<file path="config.mk">
export PLATFORM = sky130hd
export DESIGN_NAME = wport_arbiter_4
export DESIGN_NICKNAME = d
export VERILOG_FILES = /design/src/rtl/wport_arb_pkg.sv /design/src/rtl/rr_pick4.sv /design/src/rtl/wport_arbiter_4.sv
export SDC_FILE = /design/constraint.sdc
export NUM_CORES = 1
export LEC_CHECK = 0
export CORE_UTILIZATION = 34
export CTS_CLUSTER_DIAMETER = 80
export DETAILED_ROUTE_END_ITERATION = 12
export GPL_ROUTABILITY_DRIVEN = 0
export PLACE_DENSITY_LB_ADDON = 0.08
export SYNTH_ARGS = -nofsm -noshare
export SYNTH_HDL_FRONTEND = slang
export SYNTH_SLANG_ARGS = --single-unit
</file>
<file path="constraint.sdc">
create_clock -name clk -period 2.23 [get_ports clk]
set_input_delay 0.446 -clock clk [delete_from_list [all_inputs] [get_ports clk]]
set_output_delay 0.446 -clock clk [all_outputs]
set_load 0.05 [all_outputs]
</file>
<file path="src/rtl/wport_arb_pkg.sv">
// Shared types and constants for the four-requester write-port arbiter.
package wport_arb_pkg;

  localparam int unsigned N_REQ    = 4;
  localparam int unsigned LOCK_MAX = 4;
  localparam int unsigned CNT_W    = $clog2(LOCK_MAX);

  typedef enum logic [1:0] {
    ST_IDLE   = 2'd0,
    ST_GRANT  = 2'd1,
    ST_LOCKED = 2'd2
  } state_e;

endpackage

</file>
<file path="src/rtl/rr_pick4.sv">
// Combinational round-robin picker: first asserted request at or after ptr (mod 4).
module rr_pick4
  import wport_arb_pkg::*;
(
  input  logic [N_REQ-1:0] req,
  input  logic [1:0]       ptr,
  output logic             valid,
  output logic [1:0]       winner
);

  logic [1:0] idx;

  // Scan from the farthest offset down so the nearest request to ptr wins.
  always_comb begin
    valid  = 1'b0;
    winner = '0;
    idx    = '0;
    for (int unsigned i = N_REQ; i > 0; i--) begin
      idx = ptr + 2'(i - 1);
      if (req[idx]) begin
        valid  = 1'b1;
        winner = idx;
      end
    end
  end

endmodule

</file>
<file path="src/rtl/wport_arbiter_4.sv">
// Round-robin write-port arbiter for four requesters with registered outputs.
// Optional grant locking is enabled by defining WPORT_ARB_LOCK_EN.
module wport_arbiter_4
  import wport_arb_pkg::*;
#(
  parameter int unsigned ADDR_W = 5,
  parameter int unsigned DATA_W = 32
) (
  input  logic                    clk,
  input  logic                    reset,
  input  logic [N_REQ-1:0]        req,
  input  logic [N_REQ-1:0]        lock,
  input  logic [N_REQ*ADDR_W-1:0] addr_in,
  input  logic [N_REQ*DATA_W-1:0] data_in,
  output logic [N_REQ-1:0]        gnt,
  output logic [1:0]              sel,
  output logic                    wr_en,
  output logic [ADDR_W-1:0]       wr_addr,
  output logic [DATA_W-1:0]       wr_data,
  output logic                    busy
);

  state_e            state_q, state_d;
  logic [1:0]        ptr_q, ptr_d;
  logic [N_REQ-1:0]  gnt_q, gnt_d;
  logic [1:0]        sel_q, sel_d;
  logic              wr_en_q, wr_en_d;
  logic [ADDR_W-1:0] wr_addr_q, wr_addr_d;
  logic [DATA_W-1:0] wr_data_q, wr_data_d;
  logic              busy_q, busy_d;

  logic              pick_valid;
  logic [1:0]        pick_idx;
  logic [1:0]        mux_idx;
  logic              hold;

`ifdef WPORT_ARB_LOCK_EN
  logic [CNT_W-1:0]  cnt_q, cnt_d;
`else
  logic              unused_lock;
  assign unused_lock = ^lock;
`endif

  rr_pick4 u_pick (
    .req    (req),
    .ptr    (ptr_q),
    .valid  (pick_valid),
    .winner (pick_idx)
  );

  always_comb begin
    state_d   = state_q;
    ptr_d     = ptr_q;
    gnt_d     = '0;
    sel_d     = sel_q;
    wr_en_d   = 1'b0;
    wr_addr_d = wr_addr_q;
    wr_data_d = wr_data_q;
    busy_d    = 1'b0;
    hold      = 1'b0;
    mux_idx   = pick_idx;
`ifdef WPORT_ARB_LOCK_EN
    // cnt_q counts grant cycles already spent by the locker, minus one.
    cnt_d = '0;
    if (state_q != ST_IDLE && req[sel_q] && lock[sel_q] &&
        !(state_q == ST_LOCKED && cnt_q == CNT_W'(LOCK_MAX - 1))) begin
      hold  = 1'b1;
      cnt_d = (state_q == ST_LOCKED) ? cnt_q + CNT_W'(1) : CNT_W'(1);
    end
`endif
    if (hold) begin
      state_d = ST_LOCKED;
      mux_idx = sel_q;
    end else if (pick_valid) begin
      state_d = ST_GRANT;
      ptr_d   = pick_idx + 2'd1;
    end else begin
      state_d = ST_IDLE;
    end
    if (hold || pick_valid) begin
      gnt_d     = 4'b0001 << mux_idx;
      sel_d     = mux_idx;
      wr_addr_d = addr_in[int'(mux_idx)*ADDR_W +: ADDR_W];
      wr_data_d = data_in[int'(mux_idx)*DATA_W +: DATA_W];
      wr_en_d   = |wr_addr_d;
      busy_d    = 1'b1;
    end
  end

  always_ff @(posedge clk) begin
    if (reset) begin
      state_q   <= ST_IDLE;
      ptr_q     <= '0;
      gnt_q     <= '0;
      sel_q     <= '0;
      wr_en_q   <= 1'b0;
      wr_addr_q <= '0;
      wr_data_q <= '0;
      busy_q    <= 1'b0;
`ifdef WPORT_ARB_LOCK_EN
      cnt_q     <= '0;
`endif
    end else begin
      state_q   <= state_d;
      ptr_q     <= ptr_d;
      gnt_q     <= gnt_d;
      sel_q     <= sel_d;
      wr_en_q   <= wr_en_d;
      wr_addr_q <= wr_addr_d;
      wr_data_q <= wr_data_d;
      busy_q    <= busy_d;
`ifdef WPORT_ARB_LOCK_EN
      cnt_q     <= cnt_d;
`endif
    end
  end

  assign gnt     = gnt_q;
  assign sel     = sel_q;
  assign wr_en   = wr_en_q;
  assign wr_addr = wr_addr_q;
  assign wr_data = wr_data_q;
  assign busy    = busy_q;

endmodule

</file>
Word level (Yosys, flattened, before mapping)
Index checks and enable logic that the tools add are counted.
{"block": "totals", "register_bits": 47, "in_bits": 158, "output_inout_bits": 45, "wordCells": 39}
{"block": "classes", "add_sub_neg": 4, "n_mul": 1, "order_cmp": 4, "n_shift": 3, "muxes": 17, "bitwise_logic": 1, "n_reduce_logical": 2}
{"cell": "$shiftx 128x8->32", "count": 1}
{"cell": "$shiftx 20x6->5", "count": 1}
{"cell": "$lt 2x3->1 const B", "count": 4}
{"cell": "$mux 1", "count": 9}
{"cell": "$bmux 1 s2", "count": 4}
{"cell": "$mux 2", "count": 4}
{"cell": "$mul 2x3->5 const B", "count": 1}
{"cell": "$reduce_or 5->1", "count": 1}
{"cell": "$add 2x1->2 const B", "count": 2}
{"cell": "$add 2x2->2 const B", "count": 2}
{"cell": "$shl 1x2->4 const A", "count": 1}
{"cell": "$reduce_or 2->1", "count": 1}
{"cell": "$not 1->1", "count": 1}

Logic depth before layout (Yosys ltp)
{"block": "depth", "word_depth": 10, "mapped_depth": 8, "depth_no_buf": 6}

By module
From an unflattened synthesis, not the netlist that was laid out.
{"block": "unflattened", "hier_cells": 211, "area_unflattened_um2": 2598.7}
{"mod": "wport_arbiter_4", "n_inst": 1, "cells_each": 198, "area_per_inst_um2": 2521.2, "seq_area_each_um2": 940.9}
{"mod": "rr_pick4", "n_inst": 1, "cells_each": 13, "area_per_inst_um2": 77.6, "seq_area_each_um2": 0.0}

Worst setup path before layout
OpenSTA, ideal clock, no wires.
{"block": "synth_timing", "kind": "input-to-reg", "start": "input req[2]", "end": "register wr_en_q (netlist: wr_en)", "setup_ns": 0.081, "arrival_time_ns": 1.797, "t_required_ns": 2.149, "setup_slack_ns": 0.352, "cell_stages": 7, "path_buffers": 1, "path_cell_list": "nor2b_1 > a221o_2 > and2_4 > buf_6 > mux2i_1 > mux2_2 > a41oi_1"}
{"block": "synth_via", "elab_chain_cells": 9, "elab_cells_between_ends": 21, "cone_classes": "mul (1); shift (1); mux (16); bitwise (1); reduce/logical (2)"}
{"item": "start, declared", "line": "wport_arbiter_4.sv:11", "rtl": "input logic [N_REQ-1:0] req,"}
{"item": "$bmux 1 s2", "line": "rr_pick4.sv:20", "rtl": "if (req[idx]) begin"}
{"item": "$mux 1 (not written as such)", "line": "rr_pick4.sv:20"}
{"item": "$mux 2 (4 in series)", "line": "rr_pick4.sv:20"}
{"item": "$mul 2x3->5", "line": "wport_arbiter_4.sv:83", "rtl": "wr_addr_d = addr_in[int'(mux_idx)*ADDR_W +: ADDR_W];"}
{"item": "$shiftx 20x6->5", "line": "wport_arbiter_4.sv:83"}
{"item": "$reduce_or 5->1", "line": "wport_arbiter_4.sv:85", "rtl": "wr_en_d = |wr_addr_d;"}
{"item": "end signal, assigned", "line": "wport_arbiter_4.sv:108", "rtl": "wr_en_q <= wr_en_d;"}
{"item": "end, declared", "line": "wport_arbiter_4.sv:27", "rtl": "logic wr_en_q, wr_en_d;"}
Parallel ways exist; a longest one is shown, timed or not. The select of a mux whose other input is x is not followed.
A chain may end at the register's enable or synchronous reset.

Worst setup path after layout
{"block": "layout_timing", "start": "input req[1]", "end": "register wr_data_q[28] (netlist: wr_data[28])"}
{"block": "layout_via", "elab_chain_cells": 7, "elab_cells_between_ends": 17, "cone_classes": "shift (1); mux (16)"}
{"item": "$bmux 1 s2", "line": "rr_pick4.sv:20"}
{"item": "$mux 1 (not written as such)", "line": "rr_pick4.sv:20"}
{"item": "$mux 2 (4 in series)", "line": "rr_pick4.sv:20"}
{"item": "$shiftx 128x8->32", "line": "wport_arbiter_4.sv:84", "rtl": "wr_data_d = data_in[int'(mux_idx)*DATA_W +: DATA_W];"}
{"item": "end signal, assigned", "line": "wport_arbiter_4.sv:110", "rtl": "wr_data_q <= wr_data_d;"}
{"item": "end, declared", "line": "wport_arbiter_4.sv:29", "rtl": "logic [DATA_W-1:0] wr_data_q, wr_data_d;"}
Parallel ways exist; a longest one is shown, timed or not. The select of a mux whose other input is x is not followed.

==> flow_results.org <==
** Finish
- Leaving out filler cells and counting taps, the final layout contains 671.
- Cells with a size suffix above 1 make up 9.44% of the layout.
- The area growth from synthesis to layout is 91.7%.
- 0 antenna diodes ended up in the layout.
- Area of the multi-input gates :: 1560 sq um
- After filler insertion, the fill cell instance count of the layout stands at 608.
- Final standard cell utilization of the core :: 68.9%
- In the layout the commonest cells are sky130_fd_sc_hd__clkdlybuf4s50_1 (197), sky130_fd_sc_hd__nand2_1 (137), sky130_fd_sc_hd__nand3_1 (64).
- The library cell used most frequently in the layout, excluding fill and tap cells, is sky130_fd_sc_hd__clkdlybuf4s50_1.
- Cell area after layout :: 5110 sq um
- Area used by sequential logic in the layout :: 941 sq um
- At the end of the flow, the number of nets in the layout was 729.

** Routing
- The count of nets left with antenna violations once routing finished came out at 0.
- Number of violations reported at the end of detailed-routing iteration 0 :: 118
- Total length of routed wires :: 9530 um
- The first detailed-routing pass ran for 4 iterations.
- Average vias per placed instance :: 5.06
- For this run, design rule violations remaining after detail routing come to 0.
- Dividing the detail-routed wire length by the instance count gives 14.2 um.
- The detailed router placed 3393 vias in this run.

** Floorplan
- In this run the standard cell core region covers 7410 sq um.
- Number of cell rows :: 31
- From left edge to right edge, the die measures 90.5 um.
- 203 I/O pins were placed.
- Initial standard-cell utilization of the core :: 36.0%
- Height of the die :: 90.5 um
- Area enclosed by the die boundary :: 8190 sq um

** CTS
- Clock tree from TritonCTS :: done
- The clock tree synthesis step divided the H-tree into 2 levels.
- After clock tree synthesis, the clock-pin slew on the worst setup and hold paths is 90 ps.
- Clock insertion delay at the later pin of the skew report :: 300 ps
- Cell chosen for the clock root :: sky130_fd_sc_hd__clkbuf_8
- The clock net in this run drives a total of 47 sinks.
- Clock buffers created by TritonCTS :: 5
- In this run, post-CTS hold repair placed 0 buffers.
- The clock passes through at most 2 buffers.

** Hold path
- Worst hold stages :: 2
- Hold/Removal Path Class :: reg -> reg
- The path with the worst hold slack has its endpoint at wr_addr[4].
- Min-delay src :: wr_addr[4]

** Synth
- Combined area of all synthesized cells :: 2660 sq um
- Synth unique cells :: 33
- Synthesis produced a netlist whose cell count is 364.
- Number of flops mapped to enable cells by yosys :: 0
- Total of warnings raised by yosys :: 0
- Counting flops with an async set or reset pin after synthesis yields a share of 0%.
- Net count after synthesis :: 522
- A synthesized cell averages 7.32 sq um.
- Cell taking the most area after synthesis :: sky130_fd_sc_hd__dfxtp_1
- Top-area cell type share of the netlist area :: 35.3%
- Post-synthesis sequential element count :: 47
- The most used flip-flop cell after synthesis is sky130_fd_sc_hd__dfxtp_1.
- Leading post-synthesis cells by cell area :: sky130_fd_sc_hd__dfxtp_1 (35%), sky130_fd_sc_hd__nand2_1 (19%), sky130_fd_sc_hd__a32o_1 (12%)
- Summing the sequential cell areas from Yosys gives 35.3% of the chip area.

** Timing
- Setup_tns :: 0 ps
- For the final database, setup skew stands at 8.37 ps.
- Setup violations remaining at the end of the flow were counted as 0.
- Headroom to the max-slew limit came out at 64.5%.
- The final hold violation count was 0.
- The routed design could run at a clock period as short as 2110 ps.
- After layout, the worst path uses 94.8% of the clock period.
- Fin. max-slew vios :: 0
- Based on the critical path, the design can be clocked at up to 0.473 GHz.
- Worst-margin pin slew :: 531 ps
- Setup repair after global routing left no endpoint under its margin.

** Place
- After legalization and detailed placement, the total HPWL measured 7400 um.
- Total cell area at the placement stage :: 4960 sq um
- Number of port buffers :: 198
- Including well taps, the total number of placed cells is 663.

** Critical path
- Type of element capturing the critical path :: register
- Worst Setup SP :: req[1]
- The setup check on the worst reg-to-reg path leaves a slack of 310 ps.
- Critical R2R Launch :: ptr_q[1]
- Depth of the worst register-to-register path :: 7
- Data arrives at the worst endpoint at 2310 ps.
- Of all nets on the critical path, the largest fanout is 24.
- Worst EP required :: 2430 ps
- Worst r2r dst :: wr_en
- The worst setup path is launched from an input pin.
- Classification of the worst setup path :: in -> reg

** Global routing
- Total GRT Usage :: 22.4%
- The number of antenna violations at the first check in global routing came to 0.
- The first global-routing pass estimated 14900 um of wire.
- Vias in the first global route :: 3077
- Maximum number of pins on one net before global-route repair :: 35
- Global route overflow :: 0

** Run status
- Result of the run :: finished clean

** Flow run
- Number of max-cap violations :: 0

** Power
- Leakage power figure :: 0.00205 uW
- In this run the power density over the cells is 742 nW/um^2.
- Tot Pwr :: 3790 uW
- The worst-case IR drop observed on VDD is 0.417 mV.
[layout make-up]
cell class / instances / area share [%]
Clock buffer: 6 / 1.42
Clock inverter: 2 / 1.18
Multi-Input combinational cell: 284 / 30.5
Tap cell: 99 / 2.43
Timing Repair Buffer: 231 / 45.9
Inverter: 2 / 0.147
Sequential cell: 47 / 18.4
[cell usage after synthesis, types with 3 or more instances]
cell type / count
sky130_fd_sc_hd__buf_2: 13
sky130_fd_sc_hd__a21boi_0: 4
sky130_fd_sc_hd__nand3_1: 64
sky130_fd_sc_hd__a32o_1: 32
sky130_fd_sc_hd__o21ai_1: 3
sky130_fd_sc_hd__nand2_1: 138
sky130_fd_sc_hd__nor2_1: 3
sky130_fd_sc_hd__clkbuf_1: 9
sky130_fd_sc_hd__nor3_1: 5
sky130_fd_sc_hd__dfxtp_1: 47
sky130_fd_sc_hd__mux2_2: 3
sky130_fd_sc_hd__a21oi_1: 4
sky130_fd_sc_hd__buf_6: 6
sky130_fd_sc_hd__buf_1: 3
sky130_fd_sc_hd__mux2i_1: 7
[per-layer routing]
layer / part of all wire [%] / track usage, %
met5: 0 / 0
met3: 9.1 / 5.98
met4: 0.81 / 4.44
met1: 41 / 26.0
met2: 49 / 40.8
[sequential cells by signal, summed over array words and instances (netlist names)]
signal / count
wr_en: 1
ptr_q: 2
wr_data: 32
wr_addr: 5
busy: 1
gnt: 4
sel: 2
[critical path, cell delays in order]
cell and delay [ps]:
sky130_fd_sc_hd__clkdlybuf4s50_1 560, sky130_fd_sc_hd__nor2b_1 80, sky130_fd_sc_hd__a221o_2 370, sky130_fd_sc_hd__and2_4 230
sky130_fd_sc_hd__buf_12 190, sky130_fd_sc_hd__nand2_1 70, sky130_fd_sc_hd__nand3_1 80, sky130_fd_sc_hd__a32o_1 270
[metrics by stage]
stage          worst slack [ps]  hold WS, ps
4_1_cts                    72.2          460
3_3_place_gp               -216          434
2_1_floorplan               352          478
3_5_place_dp               -320          448
5_1_grt                    49.6          474
6_report                    116          459
[how the worst max path moves through the flow]
| stage | end | slack (ps) | depth (start not counted) |
|---|---|---|---|
| 3_3_place_gp | wr_en | -220 | 7 |
| 4_1_cts | wr_en | 70 | 7 |
| 5_1_grt | wr_en | 50 | 8 |
| 6_report | wr_data[28] | 120 | 8 |
| 2_1_floorplan | wr_en | 350 | 7 |
| 3_5_place_dp | wr_en | -320 | 7 |
[kinds of logic after synthesis]
kind of cell / synth area share (%)
AO/OA/AOI/OAI: 18.0
buffers and inverters: 6.95
multiplexers: 3.90
flip-flops: 35.3
XOR/XNOR: 0.329
AND/OR/NAND/NOR: 35.5
[timing repair]
| action | CTS | global route |
|---|---|---|
| gates resized for setup | 1 | 2 |
| cloned | 0 | 0 |
| setup endpoints to repair | 1 | 5 |
| pin swaps | 0 | 0 |
| setup buffers | 0 | 0 |
[power by group]
| group | switching, uW | internal, uW |
|---|---|---|
| logic | 1100 | 899 |
| clock network | 289 | 448 |
| registers | 71.9 | 983 |
(Power assumes the default switching activity.)
